===== config.mk =====
export PLATFORM = sky130hd
export DESIGN_NAME = hilo_muldiv_unit
export DESIGN_NICKNAME = d
export VERILOG_FILES = /design/src/rtl/hilo_muldiv_unit.sv
export SDC_FILE = /design/constraint.sdc
export NUM_CORES = 1
export LEC_CHECK = 0
export CORE_UTILIZATION = 30
export CTS_CLUSTER_DIAMETER = 80
export DETAILED_ROUTE_END_ITERATION = 16
export GPL_ROUTABILITY_DRIVEN = 0
export MAX_ROUTING_LAYER = met4
export PLACE_DENSITY = 0.53
export SETUP_SLACK_MARGIN = 0.4
export SYNTH_ARGS = -nofsm -noshare
export SYNTH_HDL_FRONTEND = slang
export SYNTH_SLANG_ARGS = --single-unit

===== constraint.sdc =====
create_clock -name clk -period 6.5 [get_ports clk]
set_clock_uncertainty 0.05 [all_clocks]
set_input_delay 1.625 -clock clk [delete_from_list [all_inputs] [get_ports clk]]
set_output_delay 1.625 -clock clk [all_outputs]
set_load 0.02 [all_outputs]

===== src/rtl/hilo_muldiv_unit.sv =====
// HI/LO product register with an iterative shift-add multiplier and restoring divider.
// Results land in Qhi/Qlo only at the end of an operation; MTHI/MTLO-style direct loads use D.
module hilo_muldiv_unit #(
    parameter int WIDTH = 32
) (
    input  logic               clk,
    input  logic               clr,
    input  logic               start,
    input  logic [1:0]         op,
    input  logic [WIDTH-1:0]   A,
    input  logic [WIDTH-1:0]   B,
    input  logic [2*WIDTH-1:0] D,
    input  logic               ld_hi,
    input  logic               ld_lo,
    output logic [WIDTH-1:0]   Qhi,
    output logic [WIDTH-1:0]   Qlo,
    output logic               busy,
    output logic               done,
    output logic               div_by_zero
);
    localparam int CW = $clog2(WIDTH) + 1;

    typedef enum logic [1:0] {IDLE, RUN, FIX} state_t;
    state_t state, state_nxt;

    logic [CW-1:0]      cnt;
    logic               is_div, neg_q, neg_r, dbz_pend;
    logic [2*WIDTH-1:0] acc;
    logic [WIDTH-1:0]   opnd, sh, raw_a;

    function automatic logic [WIDTH-1:0] cond_neg_w(input logic n, input logic [WIDTH-1:0] x);
        return n ? -x : x;
    endfunction

    function automatic logic [2*WIDTH-1:0] cond_neg_2w(input logic n, input logic [2*WIDTH-1:0] x);
        return n ? -x : x;
    endfunction

    logic             accept, b_zero, a_neg, b_neg;
    logic [WIDTH-1:0] abs_a, abs_b;

    assign accept = (state == IDLE) && start;
    assign b_zero = (B == '0);
    assign a_neg  = ~op[0] & A[WIDTH-1];
    assign b_neg  = ~op[0] & B[WIDTH-1];
    assign abs_a  = cond_neg_w(a_neg, A);
    assign abs_b  = cond_neg_w(b_neg, B);

    // Iteration datapath: MUL keeps |A| in opnd and shifts |B| right; DIV keeps |B| and shifts |A| left.
    logic [WIDTH-1:0] mul_addend;
    logic [WIDTH:0]   mul_sum;
    logic [WIDTH:0]   div_trial;
    logic             div_ge;
    logic [WIDTH-1:0] rem_nxt;

    assign mul_addend = sh[0] ? opnd : '0;
    assign mul_sum    = {1'b0, acc[2*WIDTH-1:WIDTH]} + {1'b0, mul_addend};
    assign div_trial  = {acc[2*WIDTH-1:WIDTH], sh[WIDTH-1]};
    assign div_ge     = (div_trial >= {1'b0, opnd});
    assign rem_nxt    = div_ge ? (div_trial[WIDTH-1:0] - opnd) : div_trial[WIDTH-1:0];

    logic [WIDTH-1:0]   res_hi, res_lo;
    logic [2*WIDTH-1:0] prod;

    always_comb begin
        res_hi = '0;
        res_lo = '0;
        prod   = cond_neg_2w(neg_q, acc);
        if (dbz_pend) begin
            res_hi = raw_a;
            res_lo = '1;
        end else if (is_div) begin
            res_hi = cond_neg_w(neg_r, acc[2*WIDTH-1:WIDTH]);
            res_lo = cond_neg_w(neg_q, acc[WIDTH-1:0]);
        end else begin
            res_hi = prod[2*WIDTH-1:WIDTH];
            res_lo = prod[WIDTH-1:0];
        end
    end

    always_comb begin
        state_nxt = state;
        case (state)
            IDLE:    if (start) state_nxt = (op[1] && b_zero) ? FIX : RUN;
            RUN:     if (cnt == CW'(1)) state_nxt = FIX;
            FIX:     state_nxt = IDLE;
            default: state_nxt = IDLE;
        endcase
    end

    // Datapath registers carry no reset; they are always reloaded on an accepted start.
    always_ff @(posedge clk) begin
        if (accept) begin
            opnd  <= op[1] ? abs_b : abs_a;
            sh    <= op[1] ? abs_a : abs_b;
            acc   <= '0;
            raw_a <= A;
        end else if (state == RUN) begin
            if (is_div) begin
                acc <= {rem_nxt, acc[WIDTH-2:0], div_ge};
                sh  <= {sh[WIDTH-2:0], 1'b0};
            end else begin
                acc <= {mul_sum, acc[WIDTH-1:1]};
                sh  <= {1'b0, sh[WIDTH-1:1]};
            end
        end
    end

    always_ff @(posedge clk or posedge clr) begin
        if (clr) begin
            state       <= IDLE;
            cnt         <= '0;
            is_div      <= 1'b0;
            neg_q       <= 1'b0;
            neg_r       <= 1'b0;
            dbz_pend    <= 1'b0;
            busy        <= 1'b0;
            done        <= 1'b0;
            div_by_zero <= 1'b0;
            Qhi         <= '0;
            Qlo         <= '0;
        end else begin
            state <= state_nxt;
            done  <= 1'b0;
            busy  <= accept || (state != IDLE);
            if (accept) begin
                is_div   <= op[1];
                neg_q    <= a_neg ^ b_neg;
                neg_r    <= op[1] & a_neg;
                dbz_pend <= op[1] & b_zero;
                cnt      <= CW'(WIDTH);
            end else if (state == RUN) begin
                cnt <= cnt - CW'(1);
            end
            if (state == FIX) begin
                done        <= 1'b1;
                div_by_zero <= dbz_pend;
                Qhi         <= res_hi;
                Qlo         <= res_lo;
            end else if (state == IDLE && !start) begin
                if (ld_hi) Qhi <= D[2*WIDTH-1:WIDTH];
                if (ld_lo) Qlo <= D[WIDTH-1:0];
            end
        end
    end
endmodule


==> Yosys cells after proc, flatten, opt, wreduce, memory -nomap -nowiden <==
Index checks and enable logic that the tools add are counted.
{ "classes": {"addsub": 8, "order_cmp": 1, "n_eq_ne": 5, "muxes": 30, "bitwise": 6, "n_reduce_logical": 15} }
{ "op_table": {"columns": ["operator", "n"], "rows": [
  ["32-bit 2-to-1 mux", 21],
  ["64-bit 2-to-1 mux", 2],
  ["32-bit negator", 4],
  ["64-bit negator", 1],
  ["32-bit by 32-bit adder with 33-bit output", 1],
  ["33-bit by 32-bit greater-or-equal comparator with 1-bit output", 1],
  ["32-bit logical NOT", 1],
  ["32-bit subtractor", 1],
  ["6-bit 2-to-1 mux", 2],
  ["2-bit nonzero test", 5],
  ["6-bit by 1-bit equality test with 1-bit output, second input constant", 1],
  ["2-bit 2-to-1 mux", 3],
  ["2-bit AND reduction", 3],
  ["6-bit by 1-bit subtractor with 6-bit output, second input constant", 1],
  ["1-bit AND", 4],
  ["2-bit inequality test, second input constant", 2],
  ["2-bit case mux with 2 select lines", 1],
  ["1-bit logical AND", 3],
  ["2-bit by 1-bit equality test with 1-bit output, second input constant", 1],
  ["2-bit equality test, second input constant", 1],
  ["2-bit logical NOT", 1],
  ["1-bit logical NOT", 1],
  ["1-bit logical OR", 1],
  ["1-bit 2-to-1 mux", 1],
  ["other kinds (2)", 2]
]} }
{ "totals": {"reg_bits": 239, "inputBits": 135, "out_inout_bits": 67, "wordCells": 80} }

==> Longest topological paths before layout <==
Gate-level depths: netlist of run 1.
{ "logic_depth": {"depth_word": 5, "ltp_mapped": 14, "depth_no_buf": 13} }

==> Worst setup path after synthesis of run 1 <==
OpenSTA, ideal clock, no wires.
{ "synth_timing": {"kind": "input to register", "from": "input start", "to": "register opnd[0], enable pin", "setup_time_ns": 0.453, "t_arrival_ns": 4.391, "required_time_ns": 5.997, "setup_slack_ns": 1.606, "stages": 6, "path_buffers": 3, "cell_sequence": "nand2b_1 > or2_2 > clkbuf_1 > inv_1 > clkbuf_1 > clkbuf_1"} }
{ "synth_via": {"elab_chain_cells": 1} }
{ "synth_lines": {"columns": ["element", "line_no", "text"], "rows": [
  ["from (decl)", "8", "input logic start,"],
  ["1-bit logical AND", "42", "assign accept = (state == IDLE) && start;"],
  ["via accept", "39", "logic accept, b_zero, a_neg, b_neg;"],
  ["to (signal assigned)", "94", "opnd <= op[1] ? abs_b : abs_a;"],
  ["to (decl)", "29", "logic [WIDTH-1:0] opnd, sh, raw_a;"]
]} }
The timed path passes the listed nets, and every way through them passes these cells.
A chain may end at the register's enable or synchronous reset.

==> Worst setup path in the final report of run 1 <==
{ "layout_timing": {"from": "input B[0]", "to": "register sh[30] (data pin)"} }
{ "layout_via": {"elab_chain_cells": 4} }
{ "layout_lines": {"columns": ["element", "line_no", "text"], "rows": [
  ["from (decl)", "11", "input logic [WIDTH-1:0] B,"],
  ["32-bit negator", "32", "return n ? -x : x;"],
  ["32-bit 2-to-1 mux", "32", null],
  ["32-bit 2-to-1 mux", "95", "sh <= op[1] ? abs_a : abs_b;"],
  ["32-bit 2-to-1 mux", "93", "if (accept) begin"],
  ["to (signal assigned)", "95", null],
  ["to (signal assigned)", "101", "sh <= {sh[WIDTH-2:0], 1'b0};"],
  ["to (signal assigned)", "104", "sh <= {1'b0, sh[WIDTH-1:1]};"],
  ["to (decl)", "29", null]
]} }
No other way between the ends.

==> summary by stage, run 1 <==
Timing
The highest achievable clock rate is 207 MHz. Setup repair after global routing left no endpoint under its margin. For the pin with the worst max-slew slack, the measured transition is 1.06 ns. The setup TNS is 0 ns. For the finished layout, the period the worst path requires is 4.83 ns. The number of hold violations in the final report is 0.

The tightest hold margin is 0.425 ns. Dividing the final minimum period by the clock period gives 0.742. The number of setup violations in the final report is 0. The number of max-slew violations in the final report is 0. Headroom to the max-slew limit came out at 0.293. The post-layout worst setup margin is 1.67 ns.

Clocking
The clock drives 239 sinks. The clock network latency to the later pin of the worst-skew pair is 0.58 ns. For this design, the CTS-stage hold fixing added 0 buffers. The number of H-tree levels is 1. Clock-pin slew was measured on the worst setup and hold paths at 0.06 ns.

Once the clock tree was built, the setup fixing pass inserted 0 buffers. The post-CTS resize count is 0. The number of clock buffers added by TritonCTS is 30. The cell at the root of the clock tree is sky130_fd_sc_hd__clkbuf_16. The clock passes through at most 3 buffers. TritonCTS built the clock tree.

Global routing
The number of antenna violations at the first check in global routing is 0. Global routing finished with a remaining overflow of 0. The number of global-route vias before repair came to 14500.

The wire length of the first global-routing pass is 85200 um. The global-route total usage across every layer is 0.194. Entering global routing, the biggest net connects 81 pins.

Place
Summing all placed instances gives a cell area of 0.0198 mm^2. Input and output buffers added on the ports amount to 201. At the placement stage, the worst setup path has a slack of 1.14 ns.

In this run, placement finished with an instance count of 2816. The half-perimeter wire length after detailed placement is 42700 um.

Detailed routing
The violation count after the first detailed-route iteration is 1256. In the final routed layout, each cell accounts on average for 19.8 um. For this run, design rule violations remaining after detail routing come to 0.

Dividing the detail-routed via count by the number of cells gives 5.34. The pre-antenna-repair detailed-routing pass consisted of 5 iterations. The count of antenna-violating nets left after detailed routing is 0. After detailed routing, the total wire length is 56800 um. The number of vias after detailed routing is 15300.

Synth
The flip-flop cell with the highest count after synthesis is sky130_fd_sc_hd__edfxtp_1. The synthesized design contains 96 enable-type register cells. The number of distinct library cells after synthesis is 79. The async set or reset register ratio after synthesis is 0.331. Each instance of the synthesized netlist takes up on average 8.74 um^2.

The largest total area in the synthesized netlist belongs to sky130_fd_sc_hd__edfxtp_1. After synthesis, the cell types taking the most area are sky130_fd_sc_hd__edfxtp_1 17%, sky130_fd_sc_hd__dfrtp_1 12%, sky130_fd_sc_hd__mux2i_1 8.5%. The portion of synthesized cell area occupied by the leading cell type is 0.168.

The area of the mapped netlist is 0.0171 mm^2. For this run, the register share of the synthesized area comes to 0.358. The cell count after synthesis is 1962. The post-synth net total is 2169.

The Yosys step of the flow raised 0 warnings. The synthesized design contains 239 register bits.

Die
The die covers 0.0581 mm^2. The vertical extent of the die is 241 um. The floorplan has 87 rows. For this configuration, the core starts out at a cell density of 0.304. The horizontal extent of the die is 241 um.

The total I/O pin count is 202. The core box area is 0.0564 mm^2.

Setup path
STA classifies the critical path endpoint as a flip-flop. The signal arrival time at the worst endpoint is 5.09 ns. STA classifies the critical path startpoint as an input pin. By startpoint and endpoint, the worst setup path is classified as in2reg. The required time of the critical path is 6.76 ns. The highest fanout seen on the critical path is 7.

Layout
In the final design database the tool counted 2299 nets. The area growth from synthesis to layout is 21.5%. The number of antenna diodes is 0.

The core occupancy in the finished layout is 0.370. The post-route cell area is 0.0208 mm^2. Once layout is complete, the cells apart from fillers number 2872. Of the cells placed in the final design, the portion with a size suffix greater than 1 is 0.0435.

Pwr
The highest ir drop seen on vdd is 0.287 mV. The total design power is 10.8 mW. The power density normalized to cell area is 520 mW/mm^2. For this design the static power due to leakage is 8.22 nW.

Flow run
Across the run, the number of max-cap violations was 0.

Min path
The path class of the tightest hold or removal check is reg2reg.

Run status
The flow ran to the end, and the final reports show no timing, DRC or antenna violations.
-- worst max-delay path: stages --
cell	delay, ns
sky130_fd_sc_hd__clkdlybuf4s50_1	0.54
sky130_fd_sc_hd__inv_1	0.11
sky130_fd_sc_hd__ha_1	0.19
sky130_fd_sc_hd__or4b_2	0.69
sky130_fd_sc_hd__nor3_2	0.35
sky130_fd_sc_hd__nand3b_1	0.15
sky130_fd_sc_hd__nor4_1	0.45
sky130_fd_sc_hd__nand2_1	0.21
sky130_fd_sc_hd__o41ai_1	0.35
sky130_fd_sc_hd__xor2_1	0.23
sky130_fd_sc_hd__nand2b_1	0.09
sky130_fd_sc_hd__o2bb2ai_1	0.12
-- routing by layer --
layer,part of all wire,up-vias,wire (um),GRT usage
met2,0.46,479,26300,0.306
met4,0.032,0,1810,0.0579
met1,0.45,7306,25700,0.260
met3,0.053,81,3010,0.0210
met5,0,-,0,-
li1,-,7476,-,-
-- power breakdown --
group / total [mW] / internal, mW / switching, mW
registers: 3.05 / 2.26 / 0.790
clock network: 1.75 / 1.06 / 0.686
logic: 6.04 / 2.58 / 3.46
-- layout make-up --
| type | instances | area [um^2] |
|---|---|---|
| fill | 5823 | 35500 |
| tap | 756 | 946 |
| sequential | 239 | 6140 |
| clock inverter | 9 | 143 |
| inverter | 66 | 250 |
| multi-input combinational | 1536 | 10300 |
| clock buffer | 47 | 896 |
| timing repair buffer | 219 | 2140 |
-- worst paths after layout --
kind	start	endpoint	slack [ns]	cells after the start
setup / recovery	B[0]	sh[30]	1.67	12
max in group asynchronous	clr	is_div	3.92	3
min in group asynchronous	clr	busy	1.38	2
hold / removal	Qlo[12]	Qlo[12]	0.43	2
hold reg to reg	Qlo[12]	Qlo[12]	0.43	2
setup reg to reg	sh[0]	acc[61]	1.79	12
-- placed cells by master, fill, tap and decap left out, types with 17 or more instances in the layout --
cell type / count
sky130_fd_sc_hd__clkdlybuf4s50_1: 200
sky130_fd_sc_hd__nand2_1: 179
sky130_fd_sc_hd__o21ai_0: 168
sky130_fd_sc_hd__mux2i_1: 145
sky130_fd_sc_hd__a21oi_1: 136
sky130_fd_sc_hd__nor2_1: 129
sky130_fd_sc_hd__xnor2_1: 117
sky130_fd_sc_hd__edfxtp_1: 96
sky130_fd_sc_hd__dfrtp_1: 78
sky130_fd_sc_hd__ha_1: 70
sky130_fd_sc_hd__dfxtp_1: 64
sky130_fd_sc_hd__inv_1: 62
sky130_fd_sc_hd__nand3_1: 58
sky130_fd_sc_hd__xor2_1: 54
sky130_fd_sc_hd__o22ai_1: 41
sky130_fd_sc_hd__and2_1: 38
sky130_fd_sc_hd__nor3_1: 34
sky130_fd_sc_hd__a21o_1: 31
sky130_fd_sc_hd__clkbuf_16: 31
sky130_fd_sc_hd__o31ai_1: 25
sky130_fd_sc_hd__a211oi_1: 23
sky130_fd_sc_hd__a31oi_1: 22
sky130_fd_sc_hd__buf_4: 19
sky130_fd_sc_hd__nand2b_1: 17
-- synthesized netlist by cell type, types with 25 or more instances --
cell	number
sky130_fd_sc_hd__nand2_1	179
sky130_fd_sc_hd__o21ai_0	168
sky130_fd_sc_hd__mux2i_1	145
sky130_fd_sc_hd__a21oi_1	137
sky130_fd_sc_hd__nor2_1	129
sky130_fd_sc_hd__xnor2_1	117
sky130_fd_sc_hd__clkbuf_1	101
sky130_fd_sc_hd__edfxtp_1	96
sky130_fd_sc_hd__dfrtp_1	79
sky130_fd_sc_hd__ha_1	70
sky130_fd_sc_hd__inv_1	65
sky130_fd_sc_hd__dfxtp_1	64
sky130_fd_sc_hd__nand3_1	58
sky130_fd_sc_hd__xor2_1	54
sky130_fd_sc_hd__o22ai_1	41
sky130_fd_sc_hd__and2_1	38
sky130_fd_sc_hd__nor3_1	34
sky130_fd_sc_hd__a21o_1	31
sky130_fd_sc_hd__o31ai_1	25
-- logic make-up (layout without fill, tap and decap cells) --
logic type / after synthesis / after routing / share of synthesized area
simple gates: 564 / 564 / 0.160
mux: 149 / 149 / 0.0873
compound gates: 580 / 580 / 0.213
fa+ha+maj: 72 / 72 / 0.0534
xor+xnor: 171 / 171 / 0.0873
buf+inv: 187 / 341 / 0.0414
flops: 239 / 239 / 0.358
-- state kept, by name (all words and copies together) (netlist names) --
register     count
Qhi             32
is_div           1
acc             64
state            2
neg_q            1
neg_r            1
opnd            32
sh              32
div_by_zero      1
dbz_pend         1
busy             1
raw_a           32
cnt              6
done             1
Qlo             32
(Power assumes the default switching activity.)
==> run 2: changes to the inputs <==
Clock period 6.5 ns to 4.5 ns, I/O delays scaled along.
==> run 2 against run 1 <==
Compared with the run above:
- final cell count increased by 2.1%
- worst setup slack lost 1.1 ns
- worst hold slack improved by 0.0010 ns
- clock power increased by 39%
- combinational power increased by 56%
- total power grew 47%
- critical endpoint is now acc[61]
==> summary by stage, run 2 (same netlist as run 1, synthesis figures left out) <==
Clocking
The clock sink total is 239 (unchanged). The clock tree from TritonCTS is done (unchanged). The clock slew seen by the registers of the worst setup and hold paths is 0.06 ns (about the same). The number of buffers created by CTS is 31 (was 30). The buffer depth of the longest clock path is 3 (unchanged). The cell at the root of the clock tree is sky130_fd_sc_hd__clkbuf_16 (unchanged). The number of H-tree levels was 1 (unchanged).

The clock network latency to the later pin of the worst-skew pair is 0.58 ns (about the same). The hold buffer count at cts is 0 (unchanged).

Timing
The number of max-slew violations in the final report is 0 (unchanged). The transition at the pin with the smallest max-transition slack is 0.913 ns (was 1.06 ns). Setup repair after global routing missed its margin: no (unchanged). The relative slew slack is 0.391 (was 0.293). The number of setup violations in the final report is 0 (unchanged). Derived from the worst setup path, the maximum achievable clock frequency is 256 MHz. The tightest hold margin is 0.426 ns (was 0.425 ns). The post-layout worst setup margin came to 0.597 ns (was 1.67 ns). The number of hold violations in the final report came to 0 (unchanged).

The setup TNS came to 0 ns (unchanged). Counting I/O delays and the setup requirement, the final critical path takes 3.90 ns. The final worst-path cycle share is 0.867.

Layout
The total of fill cells in the finished design was 5787 (was 5823). The core occupancy in the finished layout is 0.378 (was 0.370). The number of cells in the finished layout apart from fillers is 2932 (was 2872). The flip-flop count of the largest register after layout is 64 (unchanged). The number of antenna diodes is 0 (unchanged). Commonest cells after routing, fill and taps aside: 200 x sky130_fd_sc_hd__clkdlybuf4s50_1, 179 x sky130_fd_sc_hd__nand2_1, 167 x sky130_fd_sc_hd__o21ai_0 (was 200 x sky130_fd_sc_hd__clkdlybuf4s50_1, 179 x sky130_fd_sc_hd__nand2_1, 168 x sky130_fd_sc_hd__o21ai_0). The most frequent standard cell in the layout excluding fill and tap cells is sky130_fd_sc_hd__clkdlybuf4s50_1 (unchanged). The post-route cell area is 0.0213 mm^2 (was 0.0208 mm^2).

The number of nets in the finished design is 2358 (was 2299). The share of post-route cells with drive strength above 1 was 0.0722 (was 0.0435). The register with the highest flop count is acc (unchanged).

The area growth from synthesis to layout was 24.3% (was 21.5%).

Setup path
The largest incremental delay on the critical path is 0.48 ns (was 0.69 ns). The endpoint of the most critical register-to-register path is acc[61] (unchanged). The signal arrival time at the worst endpoint is 4.32 ns (was 5.09 ns). The critical path class is reg2reg (was in2reg). The required time of the critical path came to 4.92 ns (was 6.76 ns). The type of origin of the critical path is a flip-flop (was input pin). The kind of cell with the highest combined delay on the critical path is compound AO/OA/AOI/OAI gates (was simple AND/OR/NAND/NOR gates).

Critical-path cell list: and2_1 > ha_1 > fa_1 > a211oi_2 > o21bai_1 > o41ai_2 > buf_4 > a311oi_2 > o41a_1 > a41o_1 > o22ai_2 > mux2i_1 > a2111oi_2 (was clkdlybuf4s50_1 > inv_1 > ha_1 > or4b_2 > nor3_2 > nand3b_1 > nor4_1 > nand2_1 > o41ai_1 > xor2_1 > nand2b_1 > o2bb2ai_1). The highest fanout seen on the critical path came to 5 (was 7). The buffers plus inverters on the worst setup path came to 1 (was 2).

The setup slack on the worst flop-to-flop path was 0.60 ns (was 1.79 ns). The reg-to-reg startpoint is sh[0] (unchanged). The critical path capture point type is a flip-flop (unchanged). The number of cells on the worst reg-to-reg path is 13 (was 12).

The standard cell with the maximum stage delay on the critical path was sky130_fd_sc_hd__o41a_1 (was sky130_fd_sc_hd__or4b_2).

Die
The horizontal extent of the die is 241 um (unchanged). The vertical extent of the die is 241 um (unchanged). The placement row count is 87 (unchanged). The total I/O pin count came to 202 (unchanged).

The starting utilization of the core area is 0.304 (unchanged). The die footprint is 0.0581 mm^2 (unchanged). The core box area was 0.0564 mm^2 (unchanged).

Pwr
The combinational cell fraction of total power is 0.593 (was 0.557). The power density normalized to cell area came to 748 mW/mm^2 (was 520 mW/mm^2). The leakage power figure is 8.53 nW (was 8.22 nW).

The highest ir drop seen on vdd is 0.374 mV (was 0.287 mV). The share of power burned in registers was 0.254 (was 0.281). The switching power is 7.29 mW (was 4.94 mW).

The design internal power is 8.65 mW (was 5.90 mW). The total design power came to 15.9 mW (was 10.8 mW). The net switching fraction of the power was 0.457 (was 0.455). The proportion of power drawn by the clock network is 0.153 (was 0.161).

Place
The total cell area at the placement stage was 0.0202 mm^2 (was 0.0198 mm^2). The total of buffers placed on input and output ports is 201 (unchanged). The half-perimeter wire length after detailed placement came to 43800 um (was 42700 um).

The number of placed cells counting well taps was 2870 (was 2816). The worst setup slack after placement is 0.0633 ns (was 1.14 ns).

Global routing
The aggregate global routing overflow was 0 (unchanged). The maximum number of pins on one net before global-route repair is 93 (was 81). The number of antenna violations at the first check in global routing came to 0 (unchanged). The global-route total usage across every layer is 0.197 (was 0.194). The wire length of the first global-routing pass came to 87100 um (was 85200 um). The number of global-route vias before repair is 15200 (was 14500).

Flow run
The max-cap check violation count was 0 (unchanged).

Min path
The capture endpoint of the worst hold path is Qlo[18] (was Qlo[12]). The worst min-delay path class is reg2reg (unchanged). The hold path startpoint was Qlo[18] (was Qlo[12]). The hold-critical path depth is 2 (unchanged).

Detailed routing
The count of antenna-violating nets left after detailed routing was 0 (unchanged). The number of vias after detailed routing is 15700 (was 15300). The overall routed net length is 57500 um (was 56800 um). The total DRC errors in the routed layout came to 0 (unchanged).

The first-pass iteration count of the detailed router is 6 (was 5). The violation count after the first detailed-route iteration is 1192 (was 1256). The post-detailed-route via-to-cell ratio is 5.36 (was 5.34). The routed length per placed instance was 19.6 um (was 19.8 um).

Run status
Result of the run: complete, no violations (unchanged).
-- run 2: cell types whose count changed in the layout (fill, tap and decap cells not counted), moves of 2 or more --
cell / previous run / this run
sky130_fd_sc_hd__buf_4: 19 / 74
sky130_fd_sc_hd__inv_6: 0 / 4
sky130_fd_sc_hd__clkinv_1: 1 / 4
sky130_fd_sc_hd__clkinv_2: 3 / 6
sky130_fd_sc_hd__buf_12: 0 / 2
sky130_fd_sc_hd__bufinv_16: 3 / 1
sky130_fd_sc_hd__clkinvlp_4: 3 / 1
-- run 2: repair_timing --
item	in CTS	in global routing
setup endpoints to repair	1	5
resized for setup	2	10
setup buffers	1	3
pin swaps	0	2
-- run 2: layout make-up --
class                      count  area (um^2)  share of cell area
tap                          756          946              0.0444
clock inverter                13          104             0.00487
multi-input combinational   1536        10400               0.487
sequential                   239         6140               0.288
clock buffer                  45          878              0.0412
inverter                      66          250              0.0117
timing repair buffer         277         2610               0.122
-- run 2: worst max path at each step --
stage / from / to / slack, ns / depth (start not counted)
global placement: B[1] / state[1] / 0.08 / 13
detailed placement: B[1] / sh[30] / 0.06 / 13
CTS: sh[0] / acc[61] / 0.46 / 13
floorplan: B[1] / sh[30] / 0.67 / 11
finish: sh[0] / acc[61] / 0.60 / 13
global route: sh[0] / acc[61] / 0.39 / 13
-- run 2: layer usage --
layer | vias up | track usage | wire length, um
li1 | 7616 | - | -
met1 | 7556 | 0.257 | 25800
met2 | 462 | 0.317 | 26900
met3 | 91 | 0.0246 | 2970
met4 | 0 | 0.0606 | 1950
met5 | - | - | 0
-- run 2: power groups by stage --
stage          Combinational (mW)  Sequential (mW)  Clock (mW)
6_report                     9.45             4.05        2.44
5_1_grt                      10.3             4.16        2.58
4_1_cts                      9.35             4.04        2.49
3_5_place_dp                 9.29             4.08           0
3_3_place_gp                 9.19             4.06           0
2_1_floorplan                6.05             4.21           0
-- run 2: worst min-delay path, stage by stage, from the launching register on --
cell and delay (ns):
sky130_fd_sc_hd__dfrtp_1 0.34, sky130_fd_sc_hd__nand2_1 0.04, sky130_fd_sc_hd__o21ai_0 0.06
